==> src/rtl/spgd_sequencer_if.sv <==
// Bus between the SPGD sequencer and its trigger/ADC front end and datapath.
// The master drives the control inputs; the slave is the sequencer itself.
interface spgd_sequencer_if #(
    parameter int CNT_WIDTH  = 16,
    parameter int ITER_WIDTH = 16
);
    logic                  START;
    logic                  FREE_RUN;
    logic                  TRIG_IN;
    logic [CNT_WIDTH-1:0]  PHASE_A_LEN;
    logic [CNT_WIDTH-1:0]  PHASE_B_LEN;
    logic [ITER_WIDTH-1:0] ITER_LIMIT;
    logic                  FSM_JP_WRT;
    logic                  FSM_JM_WRT;
    logic                  FSM_U_WRT;
    logic [1:0]            FSM_DAC_SEL;
    logic [2:0]            FSM_STATE;
    logic [ITER_WIDTH-1:0] ITER_COUNT;
    logic                  BUSY;
    logic                  DONE;
    logic                  OVERRUN;

    modport master (
        output START, FREE_RUN, TRIG_IN, PHASE_A_LEN, PHASE_B_LEN, ITER_LIMIT,
        input  FSM_JP_WRT, FSM_JM_WRT, FSM_U_WRT, FSM_DAC_SEL, FSM_STATE,
               ITER_COUNT, BUSY, DONE, OVERRUN
    );

    modport slave (
        input  START, FREE_RUN, TRIG_IN, PHASE_A_LEN, PHASE_B_LEN, ITER_LIMIT,
        output FSM_JP_WRT, FSM_JM_WRT, FSM_U_WRT, FSM_DAC_SEL, FSM_STATE,
               ITER_COUNT, BUSY, DONE, OVERRUN
    );
endinterface

==> src/rtl/spgd_sequencer.sv <==
// SPGD iteration sequencer: DAC select, J+ capture, J- capture, math wait, U write,
// with runtime phase lengths, free-run, iteration limit and trigger overrun detection.
module spgd_sequencer #(
    parameter int CNT_WIDTH       = 16,
    parameter int ITER_WIDTH      = 16,
    parameter int MATH_WAIT_VALUE = 5
) (
    input  logic               ADC_CLK,
    input  logic               RST_N,
    spgd_sequencer_if.slave    bus
);
    typedef enum logic [2:0] {
        S_IDLE      = 3'd0,
        S_TRIG_WAIT = 3'd1,
        S_PHASE_A   = 3'd2,
        S_JP_WRT    = 3'd3,
        S_PHASE_B   = 3'd4,
        S_JM_WRT    = 3'd5,
        S_MATH      = 3'd6,
        S_U_WRT     = 3'd7
    } state_t;

    localparam logic [CNT_WIDTH-1:0]  CNT_ZERO  = {CNT_WIDTH{1'b0}};
    localparam logic [CNT_WIDTH-1:0]  CNT_ONE   = {{(CNT_WIDTH-1){1'b0}}, 1'b1};
    localparam logic [CNT_WIDTH-1:0]  MATH_LOAD = CNT_WIDTH'(MATH_WAIT_VALUE - 1);
    localparam logic [ITER_WIDTH-1:0] ITER_ZERO = {ITER_WIDTH{1'b0}};
    localparam logic [ITER_WIDTH-1:0] ITER_ONE  = {{(ITER_WIDTH-1){1'b0}}, 1'b1};

    state_t                r_state;
    state_t                w_nxt_state;
    logic [CNT_WIDTH-1:0]  r_cnt;
    logic [CNT_WIDTH-1:0]  w_nxt_cnt;
    logic [CNT_WIDTH-1:0]  r_len_b;
    logic [ITER_WIDTH-1:0] r_iter;
    logic [ITER_WIDTH-1:0] w_nxt_iter;
    logic [ITER_WIDTH-1:0] w_iter_inc;
    logic                  r_done;
    logic                  w_nxt_done;
    logic                  r_ovr;
    logic                  w_nxt_ovr;
    logic                  r_trig_d;
    logic                  w_trig_edge;
    logic                  w_launch;
    logic                  r_jp;
    logic                  r_jm;
    logic                  r_u;
    logic                  r_busy;
    logic [1:0]            r_dac;

    function automatic logic [1:0] dac_sel(input state_t s);
        case (s)
            S_IDLE:              dac_sel = 2'b00;
            S_TRIG_WAIT:         dac_sel = 2'b11;
            S_PHASE_A, S_JP_WRT: dac_sel = 2'b01;
            default:             dac_sel = 2'b10;
        endcase
    endfunction

    assign w_trig_edge = bus.TRIG_IN & ~r_trig_d;
    assign w_iter_inc  = r_iter + ITER_ONE;

    // Next-state, counter and flag computation; START low overrides everything.
    always_comb begin
        w_nxt_state = r_state;
        w_nxt_cnt   = r_cnt;
        w_nxt_iter  = r_iter;
        w_nxt_done  = r_done;
        w_nxt_ovr   = r_ovr;
        w_launch    = 1'b0;
        if (!bus.START) begin
            w_nxt_state = S_IDLE;
            w_nxt_cnt   = CNT_ZERO;
            w_nxt_done  = 1'b0;
            w_nxt_ovr   = 1'b0;
        end else begin
            if (w_trig_edge && !bus.FREE_RUN && (r_state != S_IDLE) && (r_state != S_TRIG_WAIT)) begin
                w_nxt_ovr = 1'b1;
            end else begin
                w_nxt_ovr = r_ovr;
            end
            case (r_state)
                S_IDLE: begin
                    if (!r_done) begin
                        w_nxt_state = S_TRIG_WAIT;
                        w_nxt_iter  = ITER_ZERO;
                    end else begin
                        w_nxt_state = S_IDLE;
                    end
                end
                S_TRIG_WAIT: begin
                    if (bus.FREE_RUN || w_trig_edge) begin
                        w_launch = 1'b1;
                    end else begin
                        w_nxt_state = S_TRIG_WAIT;
                    end
                end
                S_PHASE_A: begin
                    if (r_cnt == CNT_ZERO) begin
                        w_nxt_state = S_JP_WRT;
                    end else begin
                        w_nxt_cnt = r_cnt - CNT_ONE;
                    end
                end
                S_JP_WRT: begin
                    // PHASE_B keeps one settling cycle beyond its programmed length
                    w_nxt_state = S_PHASE_B;
                    w_nxt_cnt   = r_len_b;
                end
                S_PHASE_B: begin
                    if (r_cnt == CNT_ZERO) begin
                        w_nxt_state = S_JM_WRT;
                    end else begin
                        w_nxt_cnt = r_cnt - CNT_ONE;
                    end
                end
                S_JM_WRT: begin
                    w_nxt_state = S_MATH;
                    w_nxt_cnt   = MATH_LOAD;
                end
                S_MATH: begin
                    if (r_cnt == CNT_ZERO) begin
                        w_nxt_state = S_U_WRT;
                    end else begin
                        w_nxt_cnt = r_cnt - CNT_ONE;
                    end
                end
                S_U_WRT: begin
                    w_nxt_iter = w_iter_inc;
                    if ((bus.ITER_LIMIT != ITER_ZERO) && (w_iter_inc == bus.ITER_LIMIT)) begin
                        w_nxt_state = S_IDLE;
                        w_nxt_done  = 1'b1;
                    end else if (bus.FREE_RUN) begin
                        w_launch = 1'b1;
                    end else begin
                        w_nxt_state = S_TRIG_WAIT;
                    end
                end
                default: begin
                    w_nxt_state = S_IDLE;
                end
            endcase
            if (w_launch) begin
                w_nxt_state = S_PHASE_A;
                w_nxt_cnt   = (bus.PHASE_A_LEN == CNT_ZERO) ? CNT_ZERO : (bus.PHASE_A_LEN - CNT_ONE);
            end else begin
                w_nxt_state = w_nxt_state;
            end
        end
    end

    // State, counters, flags and Moore outputs registered from the next state.
    always_ff @(posedge ADC_CLK or negedge RST_N) begin
        if (!RST_N) begin
            r_state  <= S_IDLE;
            r_cnt    <= CNT_ZERO;
            r_len_b  <= CNT_ZERO;
            r_iter   <= ITER_ZERO;
            r_done   <= 1'b0;
            r_ovr    <= 1'b0;
            r_trig_d <= 1'b0;
            r_jp     <= 1'b0;
            r_jm     <= 1'b0;
            r_u      <= 1'b0;
            r_busy   <= 1'b0;
            r_dac    <= 2'b00;
        end else begin
            r_state  <= w_nxt_state;
            r_cnt    <= w_nxt_cnt;
            r_iter   <= w_nxt_iter;
            r_done   <= w_nxt_done;
            r_ovr    <= w_nxt_ovr;
            r_trig_d <= bus.TRIG_IN;
            if (w_launch) begin
                r_len_b <= (bus.PHASE_B_LEN == CNT_ZERO) ? CNT_ONE : bus.PHASE_B_LEN;
            end
            r_jp     <= (w_nxt_state == S_JP_WRT);
            r_jm     <= (w_nxt_state == S_JM_WRT);
            r_u      <= (w_nxt_state == S_U_WRT);
            r_busy   <= (w_nxt_state != S_IDLE);
            r_dac    <= dac_sel(w_nxt_state);
        end
    end

    assign bus.FSM_JP_WRT  = r_jp;
    assign bus.FSM_JM_WRT  = r_jm;
    assign bus.FSM_U_WRT   = r_u;
    assign bus.FSM_DAC_SEL = r_dac;
    assign bus.FSM_STATE   = r_state;
    assign bus.ITER_COUNT  = r_iter;
    assign bus.BUSY        = r_busy;
    assign bus.DONE        = r_done;
    assign bus.OVERRUN     = r_ovr;
endmodule

==> src/flat_wrapper.sv <==
// flat-port wrapper written by rule: the top's interface ports become plain ports
module spgd_sequencer_flat 
#(
    parameter int CNT_WIDTH       = 16,
    parameter int ITER_WIDTH      = 16,
    parameter int MATH_WAIT_VALUE = 5
)
  (ADC_CLK, RST_N, bus_START, bus_FREE_RUN, bus_TRIG_IN, bus_PHASE_A_LEN, bus_PHASE_B_LEN, bus_ITER_LIMIT, bus_FSM_JP_WRT, bus_FSM_JM_WRT, bus_FSM_U_WRT, bus_FSM_DAC_SEL, bus_FSM_STATE, bus_ITER_COUNT, bus_BUSY, bus_DONE, bus_OVERRUN);
  spgd_sequencer_if #(.CNT_WIDTH(CNT_WIDTH), .ITER_WIDTH(ITER_WIDTH)) bus_i ();
  input  logic ADC_CLK;
  input  logic RST_N;
  input wire logic [$bits(bus_i.START)-1:0] bus_START;
  input wire logic [$bits(bus_i.FREE_RUN)-1:0] bus_FREE_RUN;
  input wire logic [$bits(bus_i.TRIG_IN)-1:0] bus_TRIG_IN;
  input wire logic [$bits(bus_i.PHASE_A_LEN)-1:0] bus_PHASE_A_LEN;
  input wire logic [$bits(bus_i.PHASE_B_LEN)-1:0] bus_PHASE_B_LEN;
  input wire logic [$bits(bus_i.ITER_LIMIT)-1:0] bus_ITER_LIMIT;
  output wire logic [$bits(bus_i.FSM_JP_WRT)-1:0] bus_FSM_JP_WRT;
  output wire logic [$bits(bus_i.FSM_JM_WRT)-1:0] bus_FSM_JM_WRT;
  output wire logic [$bits(bus_i.FSM_U_WRT)-1:0] bus_FSM_U_WRT;
  output wire logic [$bits(bus_i.FSM_DAC_SEL)-1:0] bus_FSM_DAC_SEL;
  output wire logic [$bits(bus_i.FSM_STATE)-1:0] bus_FSM_STATE;
  output wire logic [$bits(bus_i.ITER_COUNT)-1:0] bus_ITER_COUNT;
  output wire logic [$bits(bus_i.BUSY)-1:0] bus_BUSY;
  output wire logic [$bits(bus_i.DONE)-1:0] bus_DONE;
  output wire logic [$bits(bus_i.OVERRUN)-1:0] bus_OVERRUN;
  assign bus_i.START = bus_START;
  assign bus_i.FREE_RUN = bus_FREE_RUN;
  assign bus_i.TRIG_IN = bus_TRIG_IN;
  assign bus_i.PHASE_A_LEN = bus_PHASE_A_LEN;
  assign bus_i.PHASE_B_LEN = bus_PHASE_B_LEN;
  assign bus_i.ITER_LIMIT = bus_ITER_LIMIT;
  assign bus_FSM_JP_WRT = bus_i.FSM_JP_WRT;
  assign bus_FSM_JM_WRT = bus_i.FSM_JM_WRT;
  assign bus_FSM_U_WRT = bus_i.FSM_U_WRT;
  assign bus_FSM_DAC_SEL = bus_i.FSM_DAC_SEL;
  assign bus_FSM_STATE = bus_i.FSM_STATE;
  assign bus_ITER_COUNT = bus_i.ITER_COUNT;
  assign bus_BUSY = bus_i.BUSY;
  assign bus_DONE = bus_i.DONE;
  assign bus_OVERRUN = bus_i.OVERRUN;
  spgd_sequencer #(.CNT_WIDTH(CNT_WIDTH), .ITER_WIDTH(ITER_WIDTH), .MATH_WAIT_VALUE(MATH_WAIT_VALUE)) u_core (.ADC_CLK(ADC_CLK), .RST_N(RST_N), .bus(bus_i));
endmodule
==> config.mk <==
export PLATFORM = sky130hd
export DESIGN_NAME = spgd_sequencer_flat
export DESIGN_NICKNAME = d
export VERILOG_FILES = /design/src/rtl/spgd_sequencer_if.sv /design/src/rtl/spgd_sequencer.sv /design/src/flat_wrapper.sv
export SDC_FILE = /design/constraint.sdc
export NUM_CORES = 1
export LEC_CHECK = 0
export CAP_MARGIN = 20
export CORE_UTILIZATION = 50
export DETAILED_ROUTE_END_ITERATION = 12
export DONT_BUFFER_PORTS = 1
export PLACE_DENSITY = 0.61
export SYNTH_ARGS = -nofsm -noshare
export SYNTH_HDL_FRONTEND = slang
export SYNTH_SLANG_ARGS = --single-unit
==> constraint.sdc <==
create_clock -name ADC_CLK -period 5.9 [get_ports ADC_CLK]
set_input_delay 0.59 -clock ADC_CLK [delete_from_list [all_inputs] [get_ports ADC_CLK]]
set_output_delay 0.59 -clock ADC_CLK [all_outputs]
set_load 0.05 [all_outputs]
Word level (Yosys, flattened, before mapping)
Cells that the tools add are included.
{ "word_totals": {"reg_bits": 60, "inputBits": 53, "output_inout_bits": 27} }
{ "op_classes": {"add_sub_neg": 3, "eq_ne": 20, "muxes": 30, "n_bitwise": 2, "reduce_logical": 20} }
{ "op_table": {"columns": ["operator", "count"], "rows": [
  ["$mux 16", 6],
  ["$logic_not 16->1", 3],
  ["$pmux 16 s3", 1],
  ["$pmux 16 s2", 1],
  ["$sub 16x1->16 const B", 2],
  ["$mux 3", 8],
  ["$pmux 3 s8", 1],
  ["$eq 3x3->1 const B", 6],
  ["$add 16x1->16 const B", 1],
  ["$eq 16x16->1", 1],
  ["$reduce_bool 16->1", 1],
  ["$eq 3x2->1 const B", 4],
  ["$mux 1", 11],
  ["$eq 3x1->1 const B", 2],
  ["$logic_not 3->1", 2],
  ["$ne 2x1->1 const B", 3],
  ["$pmux 2 s3", 1],
  ["$reduce_bool 3->1", 2],
  ["$ne 5x2->1 const B", 1],
  ["$logic_and 1x1->1", 4],
  ["$ne 4x4->1 const B", 1],
  ["$reduce_and 2->1", 2],
  ["$ne 3x1->1 const B", 1],
  ["$reduce_and 3->1", 1],
  ["other kinds (9)", 9]
]} }

Depth between registers and ports, before layout
{ "depth": {"ltp_word": 11, "ltp_mapped": 13, "ltp_nobuf": 10} }

Worst setup path after synthesis
OpenSTA, ideal clock, no wires.
{ "synth_timing": {"kind": "flip-flop to flip-flop", "start": "reg u_core.r_iter[1], in the netlist u_core.bus.ITER_COUNT[1]", "end": "reg u_core.r_dac[1], in the netlist u_core.bus.FSM_DAC_SEL[1]", "setup_time_ns": 0.119, "arrival_time_ns": 3.362, "t_required_ns": 5.781, "slack_ns": 2.419, "path_stages_with_launch": 11, "path_buffers": 1, "period_less_slack_ns": 3.481, "cell_sequence": "dfrtp_1 -> ha_1 -> clkbuf_1 -> nand4_1 -> nor3_1 -> xnor2_1 -> nor2b_1 -> nand4_1 -> or4b_4 -> o311a_4 -> o21ba_1"} }
{ "synth_between": {"elab_chain_len": 11} }
{ "synth_rtl": {"columns": ["item", "line_no", "source"], "rows": [
  ["from (decl)", "spgd_sequencer.sv:34", "logic [ITER_WIDTH-1:0] r_iter;"],
  ["from (signal assigned)", "spgd_sequencer.sv:169", "r_iter <= w_nxt_iter;"],
  ["$add 16x1->16 *", "spgd_sequencer.sv:60", "assign w_iter_inc = r_iter + ITER_ONE;"],
  ["$eq 16x16->1 *", "spgd_sequencer.sv:129", "if ((bus.ITER_LIMIT != ITER_ZERO) && (w_iter_inc == bus.ITER_LIMIT)) begin"],
  ["$logic_and 1x1->1 *", "spgd_sequencer.sv:129", null],
  ["$mux 1", "spgd_sequencer.sv:129", null],
  ["$pmux 1 s2", "spgd_sequencer.sv:81", "case (r_state)"],
  ["$mux 1", "spgd_sequencer.sv:70", "if (!bus.START) begin"],
  ["$mux 3 *", "spgd_sequencer.sv:142", "if (w_launch) begin"],
  ["$mux 3 *", "spgd_sequencer.sv:70", null],
  ["via u_core.w_nxt_state[0]", "spgd_sequencer.sv:30", "state_t w_nxt_state;"],
  ["$eq 3x2->1", "spgd_sequencer.sv:51", "case (s)"],
  ["$reduce_or 2->1", "spgd_sequencer.sv:51", null],
  ["$pmux 2 s3 *", "spgd_sequencer.sv:51", null],
  ["to (signal assigned)", "spgd_sequencer.sv:180", "r_dac <= dac_sel(w_nxt_state);"],
  ["to (decl)", "spgd_sequencer.sv:48", "logic [1:0] r_dac;"]
]} }
Mark *: on every way through the listed nets, which the timed path passes. The rest lies on a longest branch. The select of a mux whose other input is x is not followed.
A chain may end at the register's enable or synchronous reset.

Worst setup path in the final report
{ "layout_timing": {"start": "reg u_core.r_iter[0], in the netlist u_core.bus.ITER_COUNT[0]", "end": "reg u_core.r_jp, in the netlist u_core.bus.FSM_JP_WRT"} }
{ "layout_between": {"elab_chain_len": 9} }
{ "layout_rtl": {"columns": ["item", "line_no", "source"], "rows": [
  ["$add 16x1->16 *", "spgd_sequencer.sv:60", null],
  ["$eq 16x16->1 *", "spgd_sequencer.sv:129", null],
  ["$logic_and 1x1->1 *", "spgd_sequencer.sv:129", null],
  ["$mux 1", "spgd_sequencer.sv:129", null],
  ["$pmux 1 s2", "spgd_sequencer.sv:81", null],
  ["$mux 1", "spgd_sequencer.sv:70", null],
  ["$mux 3 *", "spgd_sequencer.sv:142", null],
  ["$mux 3 *", "spgd_sequencer.sv:70", null],
  ["via u_core.w_nxt_state[0]", "spgd_sequencer.sv:30", null],
  ["$eq 3x2->1 *", "spgd_sequencer.sv:176", "r_jp <= (w_nxt_state == S_JP_WRT);"],
  ["to (signal assigned)", "spgd_sequencer.sv:176", null],
  ["to (decl)", "spgd_sequencer.sv:44", "logic r_jp;"]
]} }
Marked as above.

==> results.toml <==
[outcome]
status = "completed"

[global_routing]
top_usage_layer = "met2"
overflow = 0
antenna_found_initial = 0
grt_pass1_wl_mm = 17.96
grt_use_met2 = 0.4446
grt_max_degree = 61
use_met1 = 0.3359
grt_pass1_vias = 3557
grt_usage = 0.2679
grtUsageMet3 = 0.06068

[synthesis]
synthTopCellsByArea = "dfrtp_1 (36%), a21oi_1 (4.7%), xnor2_1 (4.4%)"
postSynthAreaPerCell_sq_um = 9.009
async_flop_share = 1.000
ys_seq_elements = 60
ys_types = 78
yosysSeqAreaShare = 0.3553
synth_top_flop_cell = "dfrtp_1"
netlist_instances = 469
synthesis.area_sq_um = 4225
synth_top_area_frac = 0.3553
synth-warning-count = 0
synth_top_cell_by_area = "dfrtp_1"
syn-num-nets = 526
synth-edff-count = 0

[floorplan]
ios = 80
die_width_um = 93.93
start_util = 0.5142
design.die.area_sq_um = 8822
row_count = 33
core_sq_um = 8217
die_height_um = 93.93

[timing]
setup_viol = 0
tns_ns = 0
rsz0062_at_grt = "no"
final_max_slew_viol_count = 0
timing.fmax_ghz = 0.2504
final_hold_viol_count = 0
worst_pin_slew_ns = 0.9005
period_needed_ns = 3.994
slew_headroom = 0.3997
skew_ns = 0.01295
worst_slack_ns = 1.906
finalCritPeriodShare = 0.6770

[critical_path]
rr_worst_depth = 9
worstSetupStartpoint = "u_core.bus.ITER_COUNT[0]$_DFFE_PN0P_"
critPathKind = "reg -> reg"
path_cells = "ha_1 > nand4_1 > o32a_1 > o21ai_0 > nor4b_2 > a31oi_4 > nor2_4 > o311a_4 > o211a_1"
cp.required_ns = 6.18
critical_path.endpoint = "u_core.bus.FSM_JP_WRT$_DFF_PN0_"
cp.arrival_ns = 4.27
r2r-start = "u_core.bus.ITER_COUNT[0]$_DFFE_PN0P_"
cp_max_fo = 36
slowest_delay_ns = 0.82
start_kind = "flip-flop"
cp_slowest_cell = "dfrtp_1"
end_kind = "flip-flop"
reg2reg_to = "u_core.bus.FSM_JP_WRT$_DFF_PN0_"
r2r_setup_slack_ns = 1.91

[cts]
cts_tree = "done"
clkSinkCount = 60
htree_levels = 3
root_buffer = "clkbuf_8"
cts_setup_buffers = 0
cts.path.max_buffers = 2
clk_pin_slew_worst_paths_ns = 0.07
clk_latency_ns = 0.34
cts_made_buffers = 9

[cells_and_area]
mostFrequentLayoutCell = "dfrtp_1"
layout_common_cells = "dfrtp_1 (60), a21oi_1 (40), nor2_1 (39)"
regArea_sq_um = 1501
fin_cells = 566
syn2layout_area_growth_pct = 5.301
multiInputGateArea_sq_um = 2507
drive_above_1_share = 0.1215
fin_nets = 514
antenna_cells = 0
num-fill-cells = 779

[place]
portBuffers = 0
place_hpwl_mm = 7.915
pre_cts_ws_ns = 1.979
place_congestion = 0.8822
dp.cells = 548

[power_and_ir_drop]
clock_power_share = 0.261
switching_share = 0.3689
p_sw_uw = 558.1
internal_power_uw = 954.8
combPwrFrac = 0.314
p_per_area_nw_per_um2 = 340.0
irDropWorstVdd_uv = 118.4
p_leak_nw = 1.765
p_seq_frac = 0.425

[route]
drt_first_pass_iters = 5
wl_per_cell_um = 19.56
vias_per_cell = 6.398
vias = 3621
drtIter0Drc = 190
ant_nets = 0
wl_mm = 11.07
drc_errors = 0

[flow_run]
cap_violations = 0

[worst_hold_path]
hold_class = "in -> async"
worst min-delay path by stage:
stage	from	end	cells after the start
CTS	RST_N	u_core.r_len_b[11]$_DFFE_PN0P_	1
detailed placement	RST_N	u_core.r_len_b[11]$_DFFE_PN0P_	0
global route	RST_N	u_core.r_len_b[11]$_DFFE_PN0P_	1
floorplan	RST_N	u_core.bus.BUSY$_DFF_PN0_	0
global placement	RST_N	u_core.r_len_b[11]$_DFFE_PN0P_	0
finish	RST_N	u_core.r_len_b[11]$_DFFE_PN0P_	1
layer usage:
layer,up-vias,wire length (um),part of all wire
met5,-,0,0
met4,0,291,0.026
met3,21,690,0.062
met2,142,5594,0.51
met1,1742,4497,0.41
li1,1716,-,-
sequential cells by signal, summed over array words and instances, names as in the netlist:
name and count:
u_core.bus.FSM_DAC_SEL 2, u_core.bus.BUSY 1, u_core.bus.FSM_JP_WRT 1, u_core.bus.OVERRUN 1, u_core.r_trig_d 1, u_core.bus.FSM_U_WRT 1
u_core.r_cnt 16, u_core.bus.FSM_JM_WRT 1, u_core.bus.FSM_STATE 3, u_core.r_len_b 16, u_core.bus.DONE 1, u_core.bus.ITER_COUNT 16
through the flow:
stage | utilization | area, sq um | hold WS, ns | power, mW
global route | 0.5415 | 4449 | 0.1133 | 1.611
floorplan | - | 4225 | 0.2944 | 1.006
detailed placement | 0.5107 | 4197 | 0.2966 | 1.107
global placement | 0.5107 | 4197 | 0.2965 | 1.101
CTS | 0.5397 | 4434 | 0.1178 | 1.516
finish | 0.5415 | 4449 | 0.1148 | 1.513
power groups by stage:
| stage | Clock, mW | Combinational, mW | Sequential [mW] |
|---|---|---|---|
| 2_1_floorplan | 0 | 0.402 | 0.604 |
| 3_5_place_dp | 0 | 0.458 | 0.649 |
| 3_3_place_gp | 0 | 0.452 | 0.650 |
| 5_1_grt | 0.425 | 0.532 | 0.654 |
| 6_report | 0.395 | 0.475 | 0.643 |
| 4_1_cts | 0.404 | 0.471 | 0.642 |
cell type report:
| type | count | area share |
|---|---|---|
| timing repair buffer | 5 | 0.01294 |
| clock inverter | 3 | 0.01012 |
| inverter | 11 | 0.009280 |
| sequential | 60 | 0.3375 |
| tap | 105 | 0.02953 |
| clock buffer | 12 | 0.03712 |
| multi-input combinational | 370 | 0.5636 |
Yosys cell counts (all sizes together) (2+ instances only):
cell type	number
nand3b	2
clkbuf	15
a22o	3
xnor2	21
and4	4
or4	3
a221o	2
o2bb2ai	2
a211oi	6
a22oi	7
inv	10
a21oi	41
and3	5
dfrtp	60
or3	14
nor4b	3
nand4	9
nand2b	2
nand4b	2
o21ai	37
a31oi	6
or2	2
a21o	3
and2	2
nor2	41
o221ai	2
a311oi	4
nor2b	7
ha	4
nand3	9
nand2	33
mux2	15
nor3	13
nor3b	2
xor2	17
o31ai	7
nor4	17
o211ai	8
buf	13
logic make-up after synthesis:
logic type | synth area share
AOI/OAI and AO/OA | 0.2227
adders and majority gates | 0.01185
buffers and inverters | 0.05123
xor gates and xnor gates | 0.07877
DFF | 0.3553
and+or+nand+nor | 0.2330
muxes | 0.04709
worst max-delay path: cells and delay by family, from the launching register on:
family	cells	cell delay [ns]
AND/OR/NAND/NOR	3	1.28
adder cells (fa/ha/maj)	1	0.43
flip-flops	1	0.82
AO/OA/AOI/OAI	5	1.39
what timing repair did:
item / CTS / global route
endpoints found under the hold margin: 60 / 0
hold buffers: 1 / 0
gates resized for setup: 0 / 0
(Power assumes the default switching activity.)
